File: src/rtl/regfile_write_arbiter_if.sv
// regfile_write_arbiter_if: two writeback requesters plus the registered regfile write port.
interface regfile_write_arbiter_if #(
  parameter int WIDTH    = 32,
  parameter int ADDRBITS = 5,
  parameter int CNTBITS  = 8
);
  logic                req0_valid;
  logic [ADDRBITS-1:0] req0_addr;
  logic [WIDTH-1:0]    req0_data;
  logic                req0_ready;
  logic                req1_valid;
  logic [ADDRBITS-1:0] req1_addr;
  logic [WIDTH-1:0]    req1_data;
  logic                req1_ready;
  logic                wrenable;
  logic [ADDRBITS-1:0] wr_addr;
  logic [WIDTH-1:0]    wr_data;
  logic                grant_id;
  logic [CNTBITS-1:0]  collision_count;
  modport master (
    output req0_valid, req0_addr, req0_data, req1_valid, req1_addr, req1_data,
    input  req0_ready, req1_ready, wrenable, wr_addr, wr_data, grant_id, collision_count
  );
  modport slave (
    input  req0_valid, req0_addr, req0_data, req1_valid, req1_addr, req1_data,
    output req0_ready, req1_ready, wrenable, wr_addr, wr_data, grant_id, collision_count
  );
endinterface

File: src/rtl/regfile_write_arbiter.sv
// regfile_write_arbiter: round-robin share of the regfile write port between two writeback requesters.
module regfile_write_arbiter #(
  parameter int WIDTH    = 32,
  parameter int ADDRBITS = 5,
  parameter int CNTBITS  = 8
) (
  input logic clk,
  input logic reset,
  regfile_write_arbiter_if.slave bus
);
  logic                last_grant_q, wrenable_q, grant_id_q;
  logic [ADDRBITS-1:0] wr_addr_q, gnt_addr;
  logic [WIDTH-1:0]    wr_data_q, gnt_data;
  logic [CNTBITS-1:0]  count_q, count_d;
  logic                both, any, gnt;
  always_comb begin
    both     = bus.req0_valid & bus.req1_valid;
    any      = (bus.req0_valid | bus.req1_valid) & ~reset;
    gnt      = both ? ~last_grant_q : bus.req1_valid;
    gnt_addr = gnt ? bus.req1_addr : bus.req0_addr;
    gnt_data = gnt ? bus.req1_data : bus.req0_data;
    count_d  = (both && count_q != '1) ? count_q + CNTBITS'(1) : count_q;
  end
  assign bus.req0_ready      = any & ~gnt;
  assign bus.req1_ready      = any & gnt;
  assign bus.wrenable        = wrenable_q;
  assign bus.wr_addr         = wr_addr_q;
  assign bus.wr_data         = wr_data_q;
  assign bus.grant_id        = grant_id_q;
  assign bus.collision_count = count_q;
  // last_grant resets to 1 so requester 0 wins the first tie
  always_ff @(posedge clk) begin
    if (reset) begin
      last_grant_q <= 1'b1;
      wrenable_q   <= 1'b0;
      wr_addr_q    <= '0;
      wr_data_q    <= '0;
      grant_id_q   <= 1'b0;
      count_q      <= '0;
    end else begin
      wrenable_q <= any && gnt_addr != '0;
      count_q    <= count_d;
      if (any) begin
        last_grant_q <= gnt;
        wr_addr_q    <= gnt_addr;
        wr_data_q    <= gnt_data;
        grant_id_q   <= gnt;
      end
    end
  end
endmodule
File: src/flat_wrapper.sv
// flat-port wrapper written by rule: the top's interface ports become plain ports
module regfile_write_arbiter_flat 
#(
  parameter int WIDTH    = 32,
  parameter int ADDRBITS = 5,
  parameter int CNTBITS  = 8
)
  (clk, reset, bus_req0_valid, bus_req0_addr, bus_req0_data, bus_req1_valid, bus_req1_addr, bus_req1_data, bus_req0_ready, bus_req1_ready, bus_wrenable, bus_wr_addr, bus_wr_data, bus_grant_id, bus_collision_count);
  regfile_write_arbiter_if #(.WIDTH(WIDTH), .ADDRBITS(ADDRBITS), .CNTBITS(CNTBITS)) bus_i ();
  input logic clk;
  input logic reset;
  input wire logic [$bits(bus_i.req0_valid)-1:0] bus_req0_valid;
  input wire logic [$bits(bus_i.req0_addr)-1:0] bus_req0_addr;
  input wire logic [$bits(bus_i.req0_data)-1:0] bus_req0_data;
  input wire logic [$bits(bus_i.req1_valid)-1:0] bus_req1_valid;
  input wire logic [$bits(bus_i.req1_addr)-1:0] bus_req1_addr;
  input wire logic [$bits(bus_i.req1_data)-1:0] bus_req1_data;
  output wire logic [$bits(bus_i.req0_ready)-1:0] bus_req0_ready;
  output wire logic [$bits(bus_i.req1_ready)-1:0] bus_req1_ready;
  output wire logic [$bits(bus_i.wrenable)-1:0] bus_wrenable;
  output wire logic [$bits(bus_i.wr_addr)-1:0] bus_wr_addr;
  output wire logic [$bits(bus_i.wr_data)-1:0] bus_wr_data;
  output wire logic [$bits(bus_i.grant_id)-1:0] bus_grant_id;
  output wire logic [$bits(bus_i.collision_count)-1:0] bus_collision_count;
  assign bus_i.req0_valid = bus_req0_valid;
  assign bus_i.req0_addr = bus_req0_addr;
  assign bus_i.req0_data = bus_req0_data;
  assign bus_i.req1_valid = bus_req1_valid;
  assign bus_i.req1_addr = bus_req1_addr;
  assign bus_i.req1_data = bus_req1_data;
  assign bus_req0_ready = bus_i.req0_ready;
  assign bus_req1_ready = bus_i.req1_ready;
  assign bus_wrenable = bus_i.wrenable;
  assign bus_wr_addr = bus_i.wr_addr;
  assign bus_wr_data = bus_i.wr_data;
  assign bus_grant_id = bus_i.grant_id;
  assign bus_collision_count = bus_i.collision_count;
  regfile_write_arbiter #(.WIDTH(WIDTH), .ADDRBITS(ADDRBITS), .CNTBITS(CNTBITS)) u_core (.clk(clk), .reset(reset), .bus(bus_i));
endmodule
File: config.mk
export PLATFORM = sky130hd
export DESIGN_NAME = regfile_write_arbiter_flat
export DESIGN_NICKNAME = d
export VERILOG_FILES = /design/src/rtl/regfile_write_arbiter_if.sv /design/src/rtl/regfile_write_arbiter.sv /design/src/flat_wrapper.sv
export SDC_FILE = /design/constraint.sdc
export NUM_CORES = 1
export LEC_CHECK = 0
export BUFFER_PORTS_ARGS = -buffer_cell sky130_fd_sc_hd__buf_2
export CORE_MARGIN = 1.5
export CORE_UTILIZATION = 43
export DETAILED_ROUTE_END_ITERATION = 10
export GPL_TIMING_DRIVEN = 0
export PLACE_DENSITY = 0.83
export SYNTH_ARGS = -nofsm -noshare
export SYNTH_HDL_FRONTEND = slang
export SYNTH_SLANG_ARGS = --single-unit
export TNS_END_PERCENT = 1
File: constraint.sdc
create_clock -name clk -period 1.7 [get_ports clk]
set_input_delay 0 -clock clk [delete_from_list [all_inputs] [get_ports clk]]
set_output_delay 0 -clock clk [all_outputs]
set_load 0.1 [all_outputs]
# Yosys cells after proc, flatten, opt, wreduce, memory -nomap -nowiden
# Cells that the tools add are included.
[op_classes]
n_addsub = 1
n_eq_ne = 1
muxes = 3
n_bitwise = 8
reduce_logical = 3
[op_table]
columns = ["cell", "count"]
rows = [
  ["2-to-1 mux 32 bit", 1],
  ["adder 8 x 1 -> 8 bit (second input constant)", 1],
  ["!= test 8 bit (second input constant)", 1],
  ["2-to-1 mux 5 bit", 1],
  ["nonzero test 5 bit", 1],
  ["bitwise AND 1 bit", 4],
  ["NOT 1 bit", 3],
  ["logical AND 1 bit", 2],
  ["2-to-1 mux 1 bit", 1],
  ["bitwise OR 1 bit", 1],
]
[totals]
register_bits = 48
in_bits = 78
output_inout_bits = 49
word_cells = 22

# Longest topological paths before layout
# Gate-level depths: netlist of the first run.
[depth]
ltp_word = 5
ltp_mapped = 6
ltp_nobuf = 4

# Worst setup path before layout of the first run
# OpenSTA, ideal clock, no wires.
[synth_timing]
path_type = "flip-flop to output port"
startpoint = "reg u_core.last_grant_q"
endpoint = "out bus_req0_ready"
arrival_time_ns = 2.625
t_required_ns = 1.700
path_slack_ns = -0.925
path_stages_with_launch = 4
path_cell_list = "dfxtp_1 -> a21boi_2 -> buf_2 -> nor3_1"
[synth_via]
elab_chain_len = 4
[synth_rtl]
columns = ["element", "line", "rtl"]
rows = [
  ["from (decl)", "regfile_write_arbiter.sv:11", "logic last_grant_q, wrenable_q, grant_id_q;"],
  ["from (signal assigned)", "regfile_write_arbiter.sv:44", "last_grant_q <= gnt;"],
  ["NOT 1 bit", "regfile_write_arbiter.sv:19", "gnt = both ? ~last_grant_q : bus.req1_valid;"],
  ["2-to-1 mux 1 bit", "regfile_write_arbiter.sv:19", ""],
  ["NOT 1 bit", "regfile_write_arbiter.sv:24", "assign bus.req0_ready = any & ~gnt;"],
  ["bitwise AND 1 bit", "regfile_write_arbiter.sv:24", ""],
  ["to (decl)", "flat_wrapper.sv:18", "output wire logic [$bits(bus_i.req0_ready)-1:0] bus_req0_ready;"],
]
# Every way passes these cells.

# Final worst setup path of the first run
[layout_timing]
startpoint = "reg u_core.last_grant_q"
endpoint = "reg u_core.wr_data_q[7], in the netlist u_core.bus.wr_data[7]"
[layout_via]
elab_chain_len = 3
[layout_rtl]
columns = ["element", "line", "rtl"]
rows = [
  ["NOT 1 bit", "regfile_write_arbiter.sv:19", ""],
  ["2-to-1 mux 1 bit", "regfile_write_arbiter.sv:19", ""],
  ["2-to-1 mux 32 bit", "regfile_write_arbiter.sv:21", "gnt_data = gnt ? bus.req1_data : bus.req0_data;"],
  ["to (signal assigned)", "regfile_write_arbiter.sv:46", "wr_data_q <= gnt_data;"],
  ["to (decl)", "regfile_write_arbiter.sv:13", "logic [WIDTH-1:0] wr_data_q, gnt_data;"],
]
# Every way passes these cells.
# A chain may end at the register's enable or synchronous reset.

==> impl_metrics.sql, run 1 <==
INSERT INTO impl_metrics (metric_group, metric, value, unit) VALUES
('sta', 'final_report_setup_violation_count', '1', ''),
('final_layout', 'layout-area-overhead-vs-synth', '71.1', '%'),
('place', 'dpl.hpwl', '4510', 'um'),
('cts', 'insertion_delay', '0.30', 'ns'),
('cts', 'cts_root_buf', 'clkbuf_8', ''),
('cts', 'clkSlewWorstSetupHoldPaths', '0.08', 'ns'),
('yosys', 'number_of_warnings_printed_during_yosys_synthesis', '0', ''),
('cts', 'cts_tree', 'done', ''),
('sta', 'rsz_0062_raised_after_global_routing', 'yes', ''),
('global_route', 'first_global_vias', '2669', ''),
('sta', 'final_count_of_hold_timing_violations', '1', ''),
('power', 'peakVddDrop', '579', 'uV'),
('die', 'die_outline_area', '5500', 'um^2'),
('critical_path', 'timing.critical_path.max_delay_family', 'buffers and inverters', ''),
('yosys', 'syn_inst_count', '242', ''),
('die', 'start_util', '45.5', '%'),
('yosys', 'synth_seq_area_share', '44.2', '%'),
('place', 'io_buffers', '124', ''),
('global_route', 'pin_count_of_the_biggest_net_entering_global_routing', '14', ''),
('detailed_routing', 'drt_pass1_iterations', '4', ''),
('yosys', 'yosysTopAreaCellShare', '44.2', '%'),
('yosys', 'post_synth.cell_area_avg', '8.99', 'um^2'),
('cts', 'h_tree_levels', '2', ''),
('run_status', 'run_status', 'finished with violations', ''),
('hold_path', 'hold_path.class', 'in2reg', ''),
('global_route', 'grt_pass1_wl', '11900', 'um'),
('sta', 'drv_slew', '0', ''),
('power', 'power.leakage', '1.82', 'nW'),
('critical_path', 'worstPathMaxFanout', '10', ''),
('critical_path', 'critical_path_required', '1.89', 'ns'),
('critical_path', 'cp_cell_sequence', 'a21bo_2 -> buf_6 -> buf_8 -> nand3_1 -> a21oi_2 -> dlygate4sd3_1', ''),
('critical_path', 'cp-start-kind', 'flip-flop', ''),
('detailed_routing', 'avgRoutedWirePerCell', '15.3', 'um'),
('sta', 'fin_worst_hold_slack', '-0.0130', 'ns'),
('detailed_routing', 'via_per_inst', '5.42', ''),
('yosys', 'mapped_area', '2180', 'um^2'),
('cts', 'clockBufferDepth', '2', ''),
('detailed_routing', 'vias', '2754', ''),
('yosys', 'postSynthRegisterBits', '48', ''),
('die', 'rows', '25', ''),
('final_layout', 'post_route_cells_drive_above_1_share', '38.5', '%'),
('cts', 'clock_sinks', '48', ''),
('critical_path', 'cp.buffers_inverters', '3', ''),
('yosys', 'synth.largest_area_cell', 'dfxtp_1', ''),
('critical_path', 'setup.worst_path.end_class', 'flip-flop', ''),
('detailed_routing', 'route.final.wire_length', '7760', 'um'),
('final_layout', 'fillers', '349', ''),
('detailed_routing', 'drt_iter0_drc', '162', ''),
('cts', 'num_cts_buffers', '5', ''),
('sta', 'timing.final.ws_setup', '-0.0236', 'ns'),
('power', 'cellPowerDensity', '867', 'nW/um^2'),
('sta', 'max_clock_freq', '580', 'MHz'),
('sta', 'clock_skew', '0.00378', 'ns'),
('job', 'maxcap_viol_count', '0', ''),
('yosys', 'synth.area.top_cells', 'dfxtp_1, a22oi_1, a21oi_1', ''),
('critical_path', 'critical-path-slowest-cell', 'dlygate4sd3_1', ''),
('critical_path', 'worst_path_largest_cell_delay', '0.59', 'ns'),
('die', 'placeableCoreArea', '4790', 'um^2'),
('final_layout', 'final_design_area_no_fill', '3720', 'um^2'),
('critical_path', 'timing.critical_path.arrival', '1.91', 'ns'),
('yosys', 'post_synth_num_cell_types', '38', ''),
('die', 'design.portCount', '127', ''),
('detailed_routing', 'post-route-drc-count', '0', ''),
('sta', 'worst_slew_margin_rel', '59.9', '%'),
('power', 'fin_total_pwr', '3.23', 'mW'),
('final_layout', 'final_net_count', '521', ''),
('global_route', 'grt_antenna_before_repair', '0', ''),
('place', 'gpl.final_weighted_congestion', '0.787', ''),
('die', 'die-width', '74.1', 'um'),
('die', 'die_height', '74.1', 'um'),
('sta', 'worst_pin_slew', '0.602', 'ns'),
('global_route', 'all_layer_global_routing_usage', '28.3', '%'),
('run_status', 'violations', 'negative hold slack, negative setup slack', ''),
('sta', 'period_minus_slack', '1.72', 'ns'),
('detailed_routing', 'number_of_nets_with_antenna_violations_after_routing', '0', ''),
('sta', 'post-route-period-util', '101', '%'),
('place', 'placed_area', '2890', 'um^2'),
('yosys', 'syn_nets', '321', ''),
('critical_path', 'timing_worst_setup_path_type', 'reg2reg', ''),
('global_route', 'globalRoute.totalOverflow', '0', ''),
('final_layout', 'antennaDiodeCount', '0', '');
metal layers:
metal | share of wire (%) | vias up | GRT usage [%]
met1 | 37 | 1283 | 32.5
met4 | 1.7 | 0 | 11.9
met5 | 0 | - | 0
met2 | 53 | 149 | 49.7
met3 | 8.2 | 14 | 7.05
li1 | - | 1308 | -
cells in the mapped netlist, drive strengths merged:
cell    number
nand3       34
nor2        12
mux2         2
nor2b        3
nand4        1
nand2       17
or4          2
and4         2
o21ai        1
a211oi       3
ha           1
a31oi        1
a311oi       7
or2          1
and3         2
a21oi       35
inv          1
o311ai       1
nor4         2
o41ai        1
a21boi       2
mux2i        1
dfxtp       48
clkbuf       5
a41oi        2
nor3         3
a21bo        1
buf         19
a22oi       32
timing repair:
item	CTS	global route
setup buffers	0	0
hold buffers	70	0
gates resized for setup	0	14
hold endpoints to repair	38	0
setup endpoints to repair	0	31
stage by stage:
stage | setup slack (ns) | util [%] | setup TNS [ns] | std cells
after global placement | 0.299 | 60.4 | 0 | 433
after CTS | 0.0172 | 77.1 | 0 | 509
after global routing | -0.0702 | 77.8 | -0.645 | 508
after detailed placement | 0.261 | 60.4 | 0 | 433
after floorplan | -0.321 | - | -1.39 | 242
final | -0.0236 | 77.8 | -0.0236 | 508
where the power goes:
group          internal, mW  switching, mW  total, mW
sequential             1.20         0.0417       1.24
combinational         0.362          0.835       1.20
clock                 0.423          0.366      0.788
total                  1.99           1.24       3.23
final cells by class:
cell class              count  area (um^2)  share of cell area (%)
repair buffers            193         1330                    35.6
multi-input cells         169         1080                    29.1
flip-flops and latches     48          968                    26.0
plain buffers              24          159                    4.27
well taps                  67         83.8                    2.25
clock buffers               5         68.8                    1.85
clock inverters             1         30.0                   0.806
inverters                   1         3.75                   0.101
flip-flops by register name, indices dropped and copies added, names as in the netlist:
register and count:
u_core.bus.collision_count 8, u_core.bus.wr_data 32, u_core.bus.wrenable 1, u_core.last_grant_q 1
u_core.bus.grant_id 1, u_core.bus.wr_addr 5
cells by family (layout without fill, tap and decap cells):
family | count (synthesis) | count (layout) | synth area share, %
simple gates | 79 | 79 | 17.8
mux | 3 | 3 | 1.67
flops | 48 | 48 | 44.2
fa+ha+maj | 1 | 1 | 0.575
buf+inv | 25 | 224 | 7.07
compound gates | 86 | 86 | 28.7
worst register-to-register path, stage by stage, from the launching register on:
cell and delay, ns:
dfxtp_4 0.36, a21bo_2 0.21, buf_6 0.15, buf_8 0.14, nand3_1 0.09, a21oi_2 0.06, dlygate4sd3_1 0.59
cell usage in the layout, fill, tap and decap left out, types with 4 or more instances in the layout:
master	instances
buf_2	132
dlygate4sd3_1	64
dfxtp_1	44
nand3_1	34
a21oi_1	33
a22oi_1	32
nand2_1	17
nor2_1	10
a311oi_2	5
clkbuf_8	5
dlymetal6s4s_1	5
clkbuf_1	4
buf_4	4
worst paths after layout:
path | start | endpoint | slack (ns) | cells past startpoint
worst min-delay path | bus_req1_data[12] | u_core.bus.wr_data[12]$_SDFFE_PP0P_ | -0.01 | 3
worst min register to register | u_core.bus.grant_id$_SDFFE_PP0P_ | u_core.bus.grant_id$_SDFFE_PP0P_ | 0.49 | 2
worst max register to register | u_core.last_grant_q$_SDFFE_PP1P_ | u_core.bus.wr_data[7]$_SDFFE_PP0P_ | -0.02 | 6
worst max-delay path | u_core.last_grant_q$_SDFFE_PP1P_ | u_core.bus.wr_data[7]$_SDFFE_PP0P_ | -0.02 | 6
No activity file was read; power rests on OpenSTA's default activity.
==> run 2: changes to the inputs <==
--- a/config.mk
+++ b/config.mk
@@ -6,11 +6,13 @@
 export NUM_CORES = 1
 export LEC_CHECK = 0
 export BUFFER_PORTS_ARGS = -buffer_cell sky130_fd_sc_hd__buf_2
+export CELL_PAD_IN_SITES_DETAIL_PLACEMENT = 2
+export CELL_PAD_IN_SITES_GLOBAL_PLACEMENT = 2
 export CORE_MARGIN = 1.5
-export CORE_UTILIZATION = 43
+export CORE_UTILIZATION = 23
 export DETAILED_ROUTE_END_ITERATION = 10
 export GPL_TIMING_DRIVEN = 0
-export PLACE_DENSITY = 0.83
+export PLACE_DENSITY = 0.82
 export SYNTH_ARGS = -nofsm -noshare
 export SYNTH_HDL_FRONTEND = slang
 export SYNTH_SLANG_ARGS = --single-unit
==> run 2 against run 1 <==
The flow now finishes without violations. Worst hold slack gained 0.022 ns. Final cell count up 9.6%. Combinational power is essentially flat. Critical path type unchanged. Routed wire length is 37% higher. Highest routed layer unchanged. First-iteration DRC count down 64%. Die area up 83%. Largest cell class unchanged. Setup slack gained 0.13 ns.
==> impl_metrics.sql, run 2 (synthesis gave the netlist of run 1 again) <==
INSERT INTO impl_metrics (metric_group, metric, value, unit) VALUES
('run_status', 'run_status', 'finished, final reports clean', ''),
('final_layout', 'largest_reg_flops', '32', ''),
('final_layout', 'layout-area-overhead-vs-synth', '74.4', '%'),
('die', 'rows', '35', ''),
('detailed_routing', 'wl_met2', '5690', 'um'),
('sta', 'final_report_setup_violation_count', '0', ''),
('cts', 'cts_tree', 'done', ''),
('power', 'peakVddDrop', '336', 'uV'),
('job', 'maxcap_viol_count', '0', ''),
('global_route', 'all_layer_global_routing_usage', '21.1', '%'),
('sta', 'clock_skew', '0.0112', 'ns'),
('hold_path', 'hold_path.class', 'in2reg', ''),
('global_route', 'pin_count_of_the_biggest_net_entering_global_routing', '16', ''),
('sta', 'tns', '0', 'ns'),
('detailed_routing', 'vias', '2757', ''),
('die', 'die_outline_area', '10100', 'um^2'),
('detailed_routing', 'wl_met3', '499', 'um'),
('cts', 'clockBufferDepth', '2', ''),
('final_layout', 'layout.area.seq', '966', 'um^2'),
('detailed_routing', 'top_layer_reached_by_signal_wires', 'met4', ''),
('cts', 'postCtsSetupRepairBufs', '0', ''),
('cts', 'num_cts_buffers', '5', ''),
('sta', 'drv_slew', '0', ''),
('cts', 'insertion_delay', '0.31', 'ns'),
('cts', 'h_tree_levels', '2', ''),
('critical_path', 'worstPathMaxFanout', '10', ''),
('global_route', 'globalRoute.totalOverflow', '0', ''),
('sta', 'worst_slew_margin_rel', '53.3', '%'),
('final_layout', 'finish.cell_count_without_fillers', '557', ''),
('critical_path', 'timing_worst_setup_path_type', 'reg2reg', ''),
('global_route', 'grt_pass1_wl', '16200', 'um'),
('place', 'gpl.final_weighted_congestion', '0.688', ''),
('sta', 'max_clock_freq', '629', 'MHz'),
('sta', 'timing.final.ws_setup', '0.110', 'ns'),
('sta', 'rsz_0062_raised_after_global_routing', 'no', ''),
('power', 'swShare', '40.1', '%'),
('power', 'switchingPower', '1.33', 'mW'),
('sta', 'post-route-period-util', '93.5', '%'),
('die', 'start_util', '23.7', '%'),
('place', 'dpl.hpwl', '6450', 'um'),
('die', 'die-width', '100', 'um'),
('detailed_routing', 'via_per_inst', '4.95', ''),
('critical_path', 'cp-start-kind', 'flip-flop', ''),
('detailed_routing', 'number_of_nets_with_antenna_violations_after_routing', '0', ''),
('power', 'comb_power_share', '36.4', '%'),
('cts', 'clock_sinks', '48', ''),
('power', 'sequentialPowerShare', '37.8', '%'),
('sta', 'fin_worst_hold_slack', '0.00906', 'ns'),
('sta', 'worst_pin_slew', '0.700', 'ns'),
('die', 'design.portCount', '127', ''),
('place', 'io_buffers', '124', ''),
('power', 'power.leakage', '1.73', 'nW'),
('final_layout', 'post_route_cells_drive_above_1_share', '38.1', '%'),
('place', 'dp_cells', '477', ''),
('sta', 'final_count_of_hold_timing_violations', '0', ''),
('cts', 'cts_root_buf', 'clkbuf_8', ''),
('power', 'cellPowerDensity', '872', 'nW/um^2'),
('detailed_routing', 'wl_met1', '4110', 'um'),
('critical_path', 'setup.worst_path.end_class', 'flip-flop', ''),
('die', 'die_height', '100', 'um'),
('critical_path', 'timing.critical_path.arrival', '1.79', 'ns'),
('critical_path', 'critical_path_required', '1.90', 'ns'),
('die', 'placeableCoreArea', '9200', 'um^2'),
('final_layout', 'antennaDiodeCount', '0', ''),
('detailed_routing', 'route.final.wire_length', '10600', 'um'),
('final_layout', 'multi_input_area', '1080', 'um^2'),
('detailed_routing', 'drt_iter0_drc', '58', ''),
('final_layout', 'mostFrequentLayoutCell', 'buf_2', ''),
('power', 'internal_power', '1.98', 'mW'),
('cts', 'clkSlewWorstSetupHoldPaths', '0.10', 'ns'),
('critical_path', 'regToRegSetupSlack', '0.11', 'ns'),
('detailed_routing', 'avgRoutedWirePerCell', '19.1', 'um'),
('final_layout', 'layout.cells.most_common_list', 'buf_2, dlygate4sd3_1, dfxtp_1', ''),
('global_route', 'grt_antenna_before_repair', '0', ''),
('final_layout', 'final_net_count', '524', ''),
('detailed_routing', 'drt_pass1_iterations', '4', ''),
('global_route', 'first_global_vias', '3085', ''),
('final_layout', 'fillers', '1049', ''),
('place', 'placement.setup.worst_slack', '0.165', 'ns'),
('power', 'pwr-share-clk', '25.9', '%'),
('detailed_routing', 'post-route-drc-count', '0', ''),
('sta', 'period_minus_slack', '1.59', 'ns');
==> run 2: cell types whose count changed in the layout (fill, tap and decap cells not counted) <==
cell,delta
a21oi_2,-2
buf_6,+2
a21oi_1,+2
clkbuf_4,-3
clkinvlp_4,+1
buf_8,-1
dlymetal6s4s_1,-5
dfxtp_4,-1
dlygate4sd3_1,+8
dfxtp_2,+1
buf_2,+2
clkinv_2,+1
==> run 2: path summary, 6_finish.rpt <==
check | startpoint | endpoint | cells past startpoint
worst min-delay path | bus_req0_addr[2] | u_core.bus.wr_addr[2]$_SDFFE_PP0P_ | 3
worst max-delay path | u_core.last_grant_q$_SDFFE_PP1P_ | u_core.bus.wr_data[16]$_SDFFE_PP0P_ | 5
worst max register to register | u_core.last_grant_q$_SDFFE_PP1P_ | u_core.bus.wr_data[16]$_SDFFE_PP0P_ | 5
worst min register to register | u_core.bus.collision_count[1]$_SDFFE_PP0P_ | u_core.bus.collision_count[1]$_SDFFE_PP0P_ | 2
==> run 2: metrics by stage <==
step / util [%] / instance area [um^2] / total power [mW]
after floorplan: - / 2190 / 2.06
after global routing: 41.3 / 3790 / 3.44
after CTS: 41.1 / 3780 / 3.32
after global placement: 32.0 / 2950 / 2.30
after detailed placement: 32.0 / 2950 / 2.32
final: 41.3 / 3790 / 3.31
==> run 2: worst max-delay path, cell delays in order, from the launching register on <==
cell,delay (ns)
dfxtp_2,0.36
a21bo_2,0.22
buf_6,0.15
nand3_1,0.09
a21oi_1,0.07
dlygate4sd3_1,0.59
==> run 2: area by class of cell <==
cell class,instances,share of cell area (%)
buffer,24,4.06
clock buffer,5,1.81
clock inverter,3,1.12
inverter,1,0.0989
multi-input combinational,169,28.4
sequential,48,25.5
tap,111,3.66
timing repair buffer,196,35.4
==> run 2: metal layers <==
metal	track usage [%]	vias up
met5	0	-
met1	22.4	1322
met3	3.90	24
li1	-	1310
met2	40.8	101
met4	7.91	0
==> run 2: repair_timing <==
| item | in CTS | in global routing |
|---|---|---|
| setup endpoints to repair | 1 | 4 |
| resized for setup | 1 | 3 |
| endpoints found under the hold margin | 38 | 0 |
| hold buffers | 72 | 0 |
==> run 2: power by group through the flow <==
stage | registers, mW | clock network [mW] | logic, mW
global route | 1.26 | 0.918 | 1.26
detailed placement | 1.27 | 0 | 1.05
floorplan | 1.81 | 0 | 0.253
global placement | 1.27 | 0 | 1.03
finish | 1.25 | 0.856 | 1.20
CTS | 1.24 | 0.893 | 1.18
==> run 3: changes to the inputs <==
--- a/config.mk
+++ b/config.mk
@@ -9,10 +9,11 @@
 export CELL_PAD_IN_SITES_DETAIL_PLACEMENT = 2
 export CELL_PAD_IN_SITES_GLOBAL_PLACEMENT = 2
 export CORE_MARGIN = 1.5
-export CORE_UTILIZATION = 23
+export CORE_UTILIZATION = 24
+export CTS_BUF_LIST = sky130_fd_sc_hd__clkbuf_8
 export DETAILED_ROUTE_END_ITERATION = 10
 export GPL_TIMING_DRIVEN = 0
-export PLACE_DENSITY = 0.82
+export PLACE_DENSITY = 0.85
 export SYNTH_ARGS = -nofsm -noshare
 export SYNTH_HDL_FRONTEND = slang
 export SYNTH_SLANG_ARGS = --single-unit
==> run 3 against run 2 <==
Setup slack got worse by 0.039 ns. Clock skew fell by 0.0068 ns. Combinational power barely moved. Worst hold slack got worse by 0.0030 ns. Sequential power barely moved. Sequential cell count did not move. Die area fell by 4.0%. Largest cell class unchanged.
==> impl_metrics.sql, run 3 (synthesis gave the netlist of run 1 again) <==
INSERT INTO impl_metrics (metric_group, metric, value, unit) VALUES
('run_status', 'run_status', 'finished, final reports clean', ''),
('detailed_routing', 'post-route-drc-count', '0', ''),
('detailed_routing', 'number_of_nets_with_antenna_violations_after_routing', '0', ''),
('detailed_routing', 'drt_iter0_drc', '56', ''),
('final_layout', 'layout-area-overhead-vs-synth', '72.6', '%'),
('die', 'design.portCount', '127', ''),
('final_layout', 'layout.cells.most_common_list', 'buf_2, dlygate4sd3_1, dfxtp_1', ''),
('die', 'die-width', '98.2', 'um'),
('job', 'maxcap_viol_count', '0', ''),
('cts', 'cts_root_buf', 'clkbuf_8', ''),
('sta', 'post-route-period-util', '95.8', '%'),
('final_layout', 'final_design_area_no_fill', '3760', 'um^2'),
('global_route', 'grt_antenna_before_repair', '2', ''),
('global_route', 'grt_pass1_wl', '16600', 'um'),
('sta', 'final_report_setup_violation_count', '0', ''),
('cts', 'clkSlewWorstSetupHoldPaths', '0.10', 'ns'),
('final_layout', 'final_net_count', '520', ''),
('sta', 'rsz_0062_raised_after_global_routing', 'yes', ''),
('die', 'start_util', '24.8', '%'),
('place', 'io_buffers', '124', ''),
('sta', 'drv_slew', '0', ''),
('critical_path', 'timing.critical_path.arrival', '1.82', 'ns'),
('power', 'power.leakage', '1.71', 'nW'),
('sta', 'worst_slew_margin_rel', '55.9', '%'),
('global_route', 'pin_count_of_the_biggest_net_entering_global_routing', '16', ''),
('die', 'die_height', '98.2', 'um'),
('critical_path', 'critical_path_required', '1.89', 'ns'),
('power', 'cellPowerDensity', '880', 'nW/um^2'),
('power', 'fin_total_pwr', '3.31', 'mW'),
('cts', 'clock_sinks', '48', ''),
('final_layout', 'fillers', '996', ''),
('place', 'placed_area', '2940', 'um^2'),
('die', 'rows', '34', ''),
('cts', 'h_tree_levels', '2', ''),
('final_layout', 'largest_reg_flops', '32', ''),
('final_layout', 'post_route_cells_drive_above_1_share', '38.7', '%'),
('die', 'placeableCoreArea', '8760', 'um^2'),
('global_route', 'globalRoute.totalOverflow', '0', ''),
('critical_path', 'setup.worst_path.end_class', 'flip-flop', ''),
('sta', 'max_clock_freq', '614', 'MHz'),
('power', 'peakVddDrop', '324', 'uV'),
('cts', 'cts_tree', 'done', ''),
('cts', 'clockBufferDepth', '2', ''),
('final_layout', 'mostFrequentLayoutCell', 'buf_2', ''),
('cts', 'num_cts_buffers', '5', ''),
('sta', 'clock_skew', '0.00439', 'ns'),
('sta', 'period_minus_slack', '1.63', 'ns'),
('critical_path', 'cp-start-kind', 'flip-flop', ''),
('detailed_routing', 'avgRoutedWirePerCell', '19.4', 'um'),
('detailed_routing', 'via_per_inst', '5.06', ''),
('critical_path', 'worstPathMaxFanout', '10', ''),
('detailed_routing', 'route.final.wire_length', '10700', 'um'),
('place', 'gpl.final_weighted_congestion', '0.728', ''),
('global_route', 'all_layer_global_routing_usage', '22.0', '%'),
('place', 'dpl.hpwl', '6570', 'um'),
('detailed_routing', 'drt_pass1_iterations', '4', ''),
('die', 'die_outline_area', '9650', 'um^2'),
('cts', 'insertion_delay', '0.30', 'ns'),
('sta', 'worst_pin_slew', '0.661', 'ns'),
('hold_path', 'hold_path.class', 'in2reg', ''),
('global_route', 'first_global_vias', '3119', ''),
('cts', 'postCtsSetupRepairBufs', '0', ''),
('critical_path', 'timing_worst_setup_path_type', 'reg2reg', ''),
('detailed_routing', 'vias', '2792', ''),
('sta', 'final_count_of_hold_timing_violations', '0', '');
[run 3: changes by cell type in the layout (fill, tap and decap cells not counted), sizes merged]
cell	delta
clkbuf	+2
diode	+2
dlygate4sd3	-4
buf	-2
[run 3: worst max-delay path, stage by stage (launching register included)]
cell	delay, ns
dfxtp_2	0.36
a21bo_2	0.22
clkbuf_4	0.19
nand3_1	0.09
a21oi_1	0.06
dlygate4sd3_1	0.59
[run 3: metrics by stage]
step                util (%)  setup WS [ns]  TNS [ns]  hold WS [ns]  std cells
finish                  42.9         0.0706         0       0.00608        552
global route            42.9        -0.0239   -0.0403       0.00361        552
CTS                     42.6        0.00451         0      0.000231        550
detailed placement      33.6          0.171         0         0.274        474
global placement        33.6          0.268         0         0.260        474
floorplan                  -         -0.321     -1.39         0.152        242
[run 3: routing by layer]
metal | global-route usage [%] | vias to the layer above | part of all wire, %
met5 | 0 | - | 0
met4 | 8.99 | 0 | 3.0
met3 | 3.94 | 20 | 4.6
met2 | 41.1 | 108 | 52
met1 | 24.3 | 1357 | 40
li1 | - | 1307 | -
[run 3: power by group]
| part | internal, mW | switching, mW |
|---|---|---|
| Clock | 0.436 | 0.421 |
| Sequential | 1.20 | 0.0487 |
| Combinational | 0.336 | 0.860 |
[run 3: final timing paths]
| kind | from | to | slack (ns) | cells after the start |
|---|---|---|---|---|
| min | bus_req1_addr[2] | u_core.bus.wr_addr[2]$_SDFFE_PP0P_ | 0.006 | 3 |
| max reg2reg | u_core.last_grant_q$_SDFFE_PP1P_ | u_core.bus.wr_data[19]$_SDFFE_PP0P_ | 0.07 | 5 |
| min reg2reg | u_core.bus.collision_count[1]$_SDFFE_PP0P_ | u_core.bus.collision_count[1]$_SDFFE_PP0P_ | 0.50 | 2 |
| max | u_core.last_grant_q$_SDFFE_PP1P_ | u_core.bus.wr_data[19]$_SDFFE_PP0P_ | 0.07 | 5 |
[run 3: cell type report]
| type | instances | area (um^2) | area share (%) |
|---|---|---|---|
| flip-flops and latches | 48 | 966 | 25.7 |
| clock inverters | 3 | 42.5 | 1.13 |
| plain buffers | 24 | 153 | 4.06 |
| clock buffers | 5 | 68.8 | 1.83 |
| well taps | 108 | 135 | 3.60 |
| inverters | 1 | 3.75 | 0.0999 |
| repair buffers | 192 | 1300 | 34.7 |
| multi-input cells | 169 | 1080 | 28.7 |
| diodes | 2 | 5.00 | 0.133 |
[run 3: repair_timing]
action                                  CTS  global route
hold buffers                             68             0
resized for setup                         0             5
endpoints found under the hold margin    37             0
endpoints found under the setup margin    0             6
